--- src/rtl/audio_voice_mixer_pkg.sv ---
// Shared definitions for the time-multiplexed voice mixer: waveform codes,
// FSM encoding, saturation limits and the 12-bit clamp helper.
package audio_voice_mixer_pkg;

    typedef enum logic [1:0] {
        WAVE_OFF      = 2'b00,
        WAVE_SQUARE   = 2'b01,
        WAVE_SAW      = 2'b10,
        WAVE_TRIANGLE = 2'b11
    } wave_e;

    typedef enum logic [1:0] {
        ST_IDLE = 2'b00,
        ST_RUN  = 2'b01,
        ST_OUT  = 2'b10
    } state_e;

    localparam logic signed [13:0] SAT_MAX = 14'sd2047;
    localparam logic signed [13:0] SAT_MIN = -14'sd2048;
    localparam logic signed [11:0] SQ_AMP  = 12'sd2047;

    function automatic logic signed [11:0] sat12(input logic signed [13:0] x);
        logic signed [11:0] r;
        if (x > SAT_MAX) begin
            r = SAT_MAX[11:0];
        end else if (x < SAT_MIN) begin
            r = SAT_MIN[11:0];
        end else begin
            r = x[11:0];
        end
        return r;
    endfunction

endpackage

--- src/rtl/audio_voice_mixer_if.sv ---
// Voice control inputs and mixed-sample output of the voice mixer.
interface audio_voice_mixer_if #(
    parameter int NUM_VOICES = 4
);
    import audio_voice_mixer_pkg::*;

    logic [16*NUM_VOICES-1:0] voice_freq;
    logic [2*NUM_VOICES-1:0]  voice_wave;
    logic [4*NUM_VOICES-1:0]  voice_vol;
    logic signed [11:0]       sample_out;
    logic                     sample_valid;

    modport master (
        output voice_freq, voice_wave, voice_vol,
        input  sample_out, sample_valid
    );

    modport slave (
        input  voice_freq, voice_wave, voice_vol,
        output sample_out, sample_valid
    );

endinterface

--- src/rtl/audio_wave_gen.sv ---
// Combinational waveform generator: phase + waveform code + volume to a
// volume-scaled signed contribution, shared by all voices.
module audio_wave_gen
    import audio_voice_mixer_pkg::*;
(
    input  logic [23:0]        i_acc,
    input  logic [1:0]         i_wave,
    input  logic [3:0]         i_vol,
    output logic signed [12:0] o_contrib
);

    logic signed [11:0] w_wave;
    logic signed [16:0] w_prod;
    logic [10:0]        w_tri;

    // Raw waveform; saw and triangle subtract 2048 by inverting the MSB.
    always_comb begin
        w_wave = 12'sd0;
        w_tri  = i_acc[23] ? ~i_acc[22:12] : i_acc[22:12];
        case (i_wave)
            WAVE_SQUARE:   w_wave = i_acc[23] ? -SQ_AMP : SQ_AMP;
            WAVE_SAW:      w_wave = {~i_acc[23], i_acc[22:12]};
            WAVE_TRIANGLE: w_wave = {~w_tri[10], w_tri[9:0], 1'b0};
            default:       w_wave = 12'sd0;
        endcase
        w_prod    = $signed({{5{w_wave[11]}}, w_wave}) * $signed({13'd0, i_vol});
        o_contrib = w_prod[16:4];
    end

endmodule

--- src/rtl/audio_voice_mixer.sv ---
// Time-multiplexed NUM_VOICES oscillator mixer: once per CLK_DIV cycles each
// voice is stepped in turn and the scaled sum is published as one sample.
module audio_voice_mixer
    import audio_voice_mixer_pkg::*;
#(
    parameter int NUM_VOICES = 4,
    parameter int CLK_DIV    = 500
) (
    input  logic                clk,
    input  logic                resetn,
    audio_voice_mixer_if.slave  bus
);

    localparam int CNT_W = $clog2(CLK_DIV);
    localparam int IDX_W = (NUM_VOICES > 1) ? $clog2(NUM_VOICES) : 1;

    if (NUM_VOICES < 1 || NUM_VOICES > 4) begin : g_bad_voices
        $error("audio_voice_mixer: NUM_VOICES must be 1..4");
    end
    if (CLK_DIV < NUM_VOICES + 3) begin : g_bad_div
        $error("audio_voice_mixer: CLK_DIV must be >= NUM_VOICES+3");
    end

    logic [CNT_W-1:0]   r_div;
    logic               w_tick;
    state_e             r_state;
    state_e             w_state_nxt;
    logic [IDX_W-1:0]   r_idx;
    logic signed [13:0] r_mix;
    logic [23:0]        r_acc [NUM_VOICES];
    logic signed [11:0] r_sample;
    logic               r_valid;

    logic [15:0]        w_freq_v [NUM_VOICES];
    logic [1:0]         w_wave_v [NUM_VOICES];
    logic [3:0]         w_vol_v  [NUM_VOICES];
    logic [15:0]        w_freq;
    logic [1:0]         w_wave;
    logic [3:0]         w_vol;
    logic [23:0]        w_acc;
    logic signed [12:0] w_contrib;

    for (genvar v = 0; v < NUM_VOICES; v++) begin : g_voice
        assign w_freq_v[v] = bus.voice_freq[16*v +: 16];
        assign w_wave_v[v] = bus.voice_wave[2*v +: 2];
        assign w_vol_v[v]  = bus.voice_vol[4*v +: 4];
    end

    assign w_freq = w_freq_v[r_idx];
    assign w_wave = w_wave_v[r_idx];
    assign w_vol  = w_vol_v[r_idx];
    assign w_acc  = r_acc[r_idx];
    assign w_tick = (r_div == CNT_W'(CLK_DIV - 1));

    audio_wave_gen u_wave_gen (
        .i_acc     (w_acc),
        .i_wave    (w_wave),
        .i_vol     (w_vol),
        .o_contrib (w_contrib)
    );

    // Free-running sample-rate divider.
    always_ff @(posedge clk) begin
        if (!resetn) begin
            r_div <= '0;
        end else if (w_tick) begin
            r_div <= '0;
        end else begin
            r_div <= r_div + CNT_W'(1);
        end
    end

    // FSM state register.
    always_ff @(posedge clk) begin
        if (!resetn) begin
            r_state <= ST_IDLE;
        end else begin
            r_state <= w_state_nxt;
        end
    end

    // FSM next-state logic.
    always_comb begin
        w_state_nxt = r_state;
        case (r_state)
            ST_IDLE: begin
                if (w_tick) begin
                    w_state_nxt = ST_RUN;
                end else begin
                    w_state_nxt = ST_IDLE;
                end
            end
            ST_RUN: begin
                if (r_idx == IDX_W'(NUM_VOICES - 1)) begin
                    w_state_nxt = ST_OUT;
                end else begin
                    w_state_nxt = ST_RUN;
                end
            end
            ST_OUT:  w_state_nxt = ST_IDLE;
            default: w_state_nxt = ST_IDLE;
        endcase
    end

    // Voice stepping, mix accumulation and registered sample output.
    always_ff @(posedge clk) begin
        if (!resetn) begin
            r_idx    <= '0;
            r_mix    <= 14'sd0;
            r_sample <= 12'sd0;
            r_valid  <= 1'b0;
            for (int v = 0; v < NUM_VOICES; v++) begin
                r_acc[v] <= 24'd0;
            end
        end else begin
            r_valid <= 1'b0;
            case (r_state)
                ST_IDLE: begin
                    if (w_tick) begin
                        r_idx <= '0;
                        r_mix <= 14'sd0;
                    end
                end
                ST_RUN: begin
                    r_mix <= r_mix + {w_contrib[12], w_contrib};
                    r_idx <= r_idx + IDX_W'(1);
                    if (w_wave == WAVE_OFF) begin
                        r_acc[r_idx] <= 24'd0;
                    end else begin
                        r_acc[r_idx] <= w_acc + {8'd0, w_freq};
                    end
                end
                ST_OUT: begin
                    r_sample <= sat12(r_mix >>> 1);
                    r_valid  <= 1'b1;
                end
                default: r_valid <= 1'b0;
            endcase
        end
    end

    assign bus.sample_out   = r_sample;
    assign bus.sample_valid = r_valid;

endmodule

--- src/flat_wrapper.sv ---
// flat-port wrapper written by rule: the top's interface ports become plain ports
module audio_voice_mixer_flat import audio_voice_mixer_pkg::*;
#(
    parameter int NUM_VOICES = 4,
    parameter int CLK_DIV    = 500
)
  (clk, resetn, bus_voice_freq, bus_voice_wave, bus_voice_vol, bus_sample_out, bus_sample_valid);
  audio_voice_mixer_if #(.NUM_VOICES(NUM_VOICES)) bus_i ();
  input  logic clk;
  input  logic resetn;
  input wire logic [$bits(bus_i.voice_freq)-1:0] bus_voice_freq;
  input wire logic [$bits(bus_i.voice_wave)-1:0] bus_voice_wave;
  input wire logic [$bits(bus_i.voice_vol)-1:0] bus_voice_vol;
  output wire logic [$bits(bus_i.sample_out)-1:0] bus_sample_out;
  output wire logic [$bits(bus_i.sample_valid)-1:0] bus_sample_valid;
  assign bus_i.voice_freq = bus_voice_freq;
  assign bus_i.voice_wave = bus_voice_wave;
  assign bus_i.voice_vol = bus_voice_vol;
  assign bus_sample_out = bus_i.sample_out;
  assign bus_sample_valid = bus_i.sample_valid;
  audio_voice_mixer #(.NUM_VOICES(NUM_VOICES), .CLK_DIV(CLK_DIV)) u_core (.clk(clk), .resetn(resetn), .bus(bus_i));
endmodule
--- config.mk ---
export PLATFORM = sky130hd
export DESIGN_NAME = audio_voice_mixer_flat
export DESIGN_NICKNAME = d
export VERILOG_FILES = /design/src/rtl/audio_voice_mixer_pkg.sv /design/src/rtl/audio_voice_mixer_if.sv /design/src/rtl/audio_wave_gen.sv /design/src/rtl/audio_voice_mixer.sv /design/src/flat_wrapper.sv
export SDC_FILE = /design/constraint.sdc
export NUM_CORES = 1
export LEC_CHECK = 0
export CAP_MARGIN = 20
export CORE_MARGIN = 2
export CORE_UTILIZATION = 40
export DETAILED_ROUTE_END_ITERATION = 8
export GPL_TIMING_DRIVEN = 0
export PLACE_DENSITY = 0.66
export RECOVER_POWER = 50
export REMOVE_ABC_BUFFERS = 1
export SLEW_MARGIN = 10
export SYNTH_ARGS = -nofsm -noshare
export SYNTH_HDL_FRONTEND = slang
export SYNTH_HIERARCHICAL = 1
export SYNTH_SLANG_ARGS = --single-unit
--- constraint.sdc ---
create_clock -name clk -period 20.7 [get_ports clk]
set_clock_uncertainty 0.05 [all_clocks]
set_input_delay 4.14 -clock clk [delete_from_list [all_inputs] [get_ports clk]]
set_output_delay 4.14 -clock clk [all_outputs]
set_load 0.01 [all_outputs]
After elaboration in Yosys (flattened, before gate mapping)
Memory sizes are Yosys's and may differ from the RTL's. A register that Yosys moved wholly into a read port is not among the register bits.
Index checks and enable logic that the tools add are counted.

cells by class
  add/sub/neg operators = 4
  multiply operators = 1
  magnitude comparators = 3
  equality and inequality tests = 8
  muxes and demuxes = 37
  bitwise operators = 6
  reductions and logical operators = 6

operators by type and width
  cell                                                                            number
  24-bit two-way mux                                                              2
  12-bit two-way mux                                                              3
  12-bit case mux with 3 select lines                                             1
  16-bit binary-select mux with 2-bit select                                      1
  16-bit two-way mux                                                              2
  14-bit case mux with 2 select lines                                             1
  24-bit by 16-bit adder with 24-bit output                                       1
  24-bit OR reduction                                                             1
  12-bit by 5-bit multiplier with 17-bit output                                   1
  14-bit adder                                                                    1
  14-bit two-way mux                                                              1
  2-bit two-way mux                                                               7
  13-bit by 12-bit > comparator with 1-bit output, second input constant          1
  13-bit by 12-bit less-than comparator with 1-bit output, second input constant  1
  1-bit two-way mux                                                               12
  11-bit two-way mux                                                              1
  11-bit NOT                                                                      1
  9-bit by 1-bit adder with 9-bit output, second input constant                   1
  9-bit == test, second input constant                                            1
  4-bit binary-select mux with 2-bit select                                       1
  2-bit == test, second input constant                                            4
  4-bit two-way mux                                                               2
  2-bit case mux with 2 select lines                                              2
  2-bit binary-select mux with 2-bit select                                       1
  11 further kinds                                                                15

word-level totals
  register bits after elaboration = 40
  memory bits (writable) = 96
  bits of input ports = 90
  output and inout bits = 13
  word-level logic and storage cells = 72
  memories kept = 1

memory list
  memory        depth  bits a word  rd ports  clocked after memory_dff  wr ports  RTL line                 RTL
  u_core.r_acc  4      24           1         1                         4         audio_voice_mixer.sv:30  logic [23:0] r_acc [NUM_VOICES];

Depth between registers and ports, before layout
  depth in word-level cells = 12
  depth in mapped cells = 28

Cells and area by module
Netlist, hierarchy kept.

by module, submodules not included
  module             times used  cells an instance  area each (sq um)
  audio_voice_mixer  1           709                7927.6
  audio_wave_gen     1           234                1908.1

Worst setup path before layout
OpenSTA, ideal clock, no wires.

  path kind = input-to-reg
  start = in bus_voice_wave[7]
  end = reg u_core.r_mix[13]
  library setup time = 0.122 ns
  data arrival time = 9.855 ns
  path slack = 10.673 ns
  stages on the path = 24
  buffers on the path = 1
  cells stage by stage = mux4_2 nor2b_1 buf_2 a22oi_1 nor2b_1 ha_1 fa_1 inv_1 fa_1 inv_1 ha_1 and4_1 a221o_1 a31o_2 a21o_1 a21oi_1 xnor2_1 ha_1 a21o_1 a21o_1 a21oi_1 nor3b_1 o311a_1 a311o_1

between the ends
  cells in the longest elaborated chain, start to end = 8

RTL lines
  item                                                                              RTL line                  RTL
  start, declared                                                                   flat_wrapper.sv:12        input wire logic [$bits(bus_i.voice_wave)-1:0] bus_voice_wave;
  2-bit binary-select mux with 2-bit select *                                       audio_voice_mixer.sv:50   assign w_wave = w_wave_v[r_idx];
  2-bit two-way mux (implied by the code) * (2 in series)                           audio_voice_mixer.sv:50
  2-bit == test / 2-bit by 1-bit == test with 1-bit output (equally long branches)  audio_wave_gen.sv:20      case (i_wave)
  12-bit case mux with 3 select lines *                                             audio_wave_gen.sv:20
  12-bit by 5-bit multiplier with 17-bit output *                                   audio_wave_gen.sv:26      w_prod = $signed({{5{w_wave[11]}}, w_wave}) * $signed({13'd0, i_vol});
  named net u_core.w_contrib[10]                                                    audio_voice_mixer.sv:41   logic signed [12:0] w_contrib;
  14-bit adder *                                                                    audio_voice_mixer.sv:125  r_mix <= r_mix + {w_contrib[12], w_contrib};
  14-bit case mux with 2 select lines *                                             audio_voice_mixer.sv:117  case (r_state)
  end signal, assigned                                                              audio_voice_mixer.sv:125
  end, declared                                                                     audio_voice_mixer.sv:29   logic signed [13:0] r_mix;

Mark *: on every way through the listed nets, which the timed path passes. The rest lies on a longest branch. The select of a mux whose other input is x is not followed.
A chain may end at the register's enable or synchronous reset.

Worst setup path after layout
  start = in bus_voice_wave[6]
  end = reg u_core.r_mix[13]

between the ends
  cells in the longest elaborated chain, start to end = 8

RTL lines
  item                                                                              RTL line                  RTL
  2-bit binary-select mux with 2-bit select *                                       audio_voice_mixer.sv:50
  2-bit two-way mux (implied by the code) * (2 in series)                           audio_voice_mixer.sv:50
  named net u_core.w_wave[0]                                                        audio_voice_mixer.sv:38   logic [1:0] w_wave;
  2-bit == test / 2-bit by 1-bit == test with 1-bit output (equally long branches)  audio_wave_gen.sv:20
  12-bit case mux with 3 select lines *                                             audio_wave_gen.sv:20
  12-bit by 5-bit multiplier with 17-bit output *                                   audio_wave_gen.sv:26
  named net u_core.w_contrib[10]                                                    audio_voice_mixer.sv:41
  14-bit adder *                                                                    audio_voice_mixer.sv:125
  14-bit case mux with 2 select lines *                                             audio_voice_mixer.sv:117

Marked as above.

==> flow_metrics.tcl <==
set metrics [dict create \
    min_path_type "flip-flop to flip-flop" \
    final_common_cell "nor2_1" \
    drt-total-wl_um 22960 \
    grt_pass1_vias 7453 \
    clk_path_buf_depth 2 \
    clock_sinks 138 \
    hold_ws_ns 0.4145 \
    area_growth_pct 19.70 \
    vias 7466 \
    violations "capacitance limit, slew limit" \
    placed_cell_area_sq_um 11210 \
    finalWeightedCongestion 0.8859 \
    fin_nets 1202 \
    avgSynthCellArea_sq_um 10.43 \
    drive_above_1_share_pct 9.634 \
    setup-tns-final_ns 0 \
    grt_max_degree 34 \
    clk_pin_slew_worst_paths_ns 0.06 \
    dieArea_sq_um 25860 \
    yosysSeqAreaShare_pct 37.86 \
    cts_buffers 17 \
    routedWlPerCell_um 16.85 \
    synth_edf_count 96 \
    vdd_ir_drop_max_mv 0.03842 \
    start_util_pct 40.56 \
    hold_violations 0 \
    fin_crit_sh_pct 52.15 \
    setup_viol 0 \
    drv_slew 13 \
    required_ns 20.97 \
    syn_area_sq_um 9836 \
    arrival_ns 11.06 \
    via_per_inst 5.482 \
    cts.hold.buffers_added 0 \
    worst_hold_path.num_cells 1 \
    min_period_ns 10.79 \
    status "finished, violations left" \
    io_buffer_count 102 \
    p_leak_nw 4.645 \
    cts_root_buf "clkbuf_16" \
    place_ws_ns 9.422 \
    grt_overflow 0 \
    max_slew_margin_pct -52.54 \
    antenna_left 0 \
    multiInputGateArea_sq_um 5674 \
    core_sq_um 24250 \
    syn_inst 943 \
    h-tree-depth 4 \
    cp_max_fo 17 \
    netlist.top_cell.by_area "edfxtp_1" \
    final_cell_mix "121 x nor2_1, 96 x edfxtp_1, 87 x clkdlybuf4s50_1" \
    synth_top_area_share_pct 29.31 \
    yosys_register_bits 138 \
    antenna_found_initial 0 \
    rsz0062_at_grt "no" \
    fin_util_pct 48.56 \
    dp_hpwl_um 17130 \
    insertion_delay_ns 0.43 \
    r2r_cells 24 \
    num_antenna_cells 0 \
    synth-main-ff-cell "edfxtp_1" \
    fmax_mhz 92.64 \
    cts_setup_buffers 0 \
    tightest_slew_ns 2.269 \
    drt_pre_antenna_iters 5 \
    critical_path.startpoint_type "input pin" \
    rows 57 \
    grt_pass1_wl_um 37580 \
    io_pins 103 \
    drtIter0Drc 398 \
    yosysUniqueCellTypes 71 \
    ys_async_sr_fraction_pct 0 \
    timing.final.ws_setup_ns 9.906 \
    postLayoutCellArea_sq_um 11770 \
    power.density_nw_per_um2 66.01 \
    synthTopCellsByArea "edfxtp_1 29%, mux4_2 11%, dfxtp_1 8.5%, ha_1 7.8%, fa_1 5.3%" \
    endpoint_kind "flip-flop" \
    synth_warnings 6 \
    die_y_um 160.8 \
    post_cts_resized 0 \
    cts_tree "done" \
    fillCellCount 2229 \
    dieWidth_um 160.8 \
    drc 0 \
    seqCellArea_sq_um 3727 \
    cap_violations 1 \
    grt.total_usage_pct 18.51 \
    path_class "input pin to flip-flop" \
]
[metrics by stage]
stage / total power [W] / std cells
3_5_place_dp: 0.0004813 / 1329
3_3_place_gp: 0.0004763 / 1320
5_1_grt: 0.0008179 / 1362
6_report: 0.0007771 / 1362
4_1_cts: 0.0007851 / 1361
2_1_floorplan: 0.0004320 / 894
[registers in the layout (all words and copies together), names as in the netlist, named ones only]
register                 cells
u_core/r_div                 9
u_core/r_mix                14
u_core/r_acc                96
u_core/bus.sample_valid      1
u_core/r_idx                 2
u_core/bus.sample_out       12
u_core/r_state               2
[worst paths after layout]
path / startpoint / endpoint / slack (ns)
worst max-delay path: bus_voice_wave[6] / u_core/r_mix[13] / 9.91
worst min-delay path: u_core/r_div[0] / u_core/r_div[0] / 0.41
worst max register to register: u_core/r_idx[0] / u_core/r_mix[13] / 13.08
worst min register to register: u_core/r_div[0] / u_core/r_div[0] / 0.41
[worst max-delay path: stages]
cell,delay (ns)
clkdlybuf4s50_1,0.39
mux4_2,0.65
nor2b_1,0.61
a22oi_1,0.32
nor2b_1,0.18
ha_1,0.26
fa_1,0.54
inv_1,0.05
fa_1,0.53
inv_1,0.04
ha_1,0.36
and4_1,0.25
a221o_1,0.35
a31o_2,0.26
a21o_1,0.21
a21oi_1,0.18
xnor2_1,0.14
ha_1,0.30
a21o_1,0.20
a21o_1,0.17
a21oi_1,0.26
nor3b_1,0.10
o311a_1,0.30
a311o_1,0.26
[cells in the mapped netlist, types with 6 or more instances]
cell,n
nand3_1,15
a31oi_1,11
a211oi_1,7
clkbuf_1,27
mux4_2,46
dfxtp_1,42
nor2b_1,40
nand2b_1,8
o211ai_1,6
a21o_1,22
fa_1,26
xor2_1,18
or3_1,8
a21oi_1,48
buf_2,9
inv_1,53
nor3_1,8
nand2_1,59
edfxtp_1,96
and3_1,8
ha_1,61
o21a_1,9
nor2_1,121
and2_1,18
a22oi_1,14
o21ai_0,40
xnor2_1,32
[cells by family after synthesis]
family	Yosys count	share of synthesized area, %
AND/OR/NAND/NOR	312	15.38
AO/OA/AOI/OAI	201	13.59
flip-flops	138	37.86
buffers and inverters	103	4.516
adder cells (fa/ha/maj)	87	13.05
multiplexers	52	11.16
XOR/XNOR	50	4.452
[cell type report]
class | instances | share of cell area, %
Sequential cell | 138 | 31.66
Clock buffer | 17 | 3.613
Multi-Input combinational cell | 702 | 48.19
Inverter | 54 | 1.722
Clock inverter | 15 | 1.328
Tap cell | 324 | 3.443
Timing Repair Buffer | 112 | 10.04
[power breakdown]
group / total, W / leakage, nW / switching [W] / internal, W
clock: 0.000302 / 0.281 / 0.000132 / 0.000170
sequential: 0.000303 / 1.33 / 0.00000213 / 0.000301
combinational: 0.000172 / 3.03 / 0.0000921 / 0.0000795
[routing by layer]
metal / GRT usage, % / wire length, um
met3: 4.055 / 1282
met1: 23.08 / 9748
met5: 0 / 0
met4: 4.951 / 336
met2: 32.54 / 11590
(Power assumes the default switching activity.)
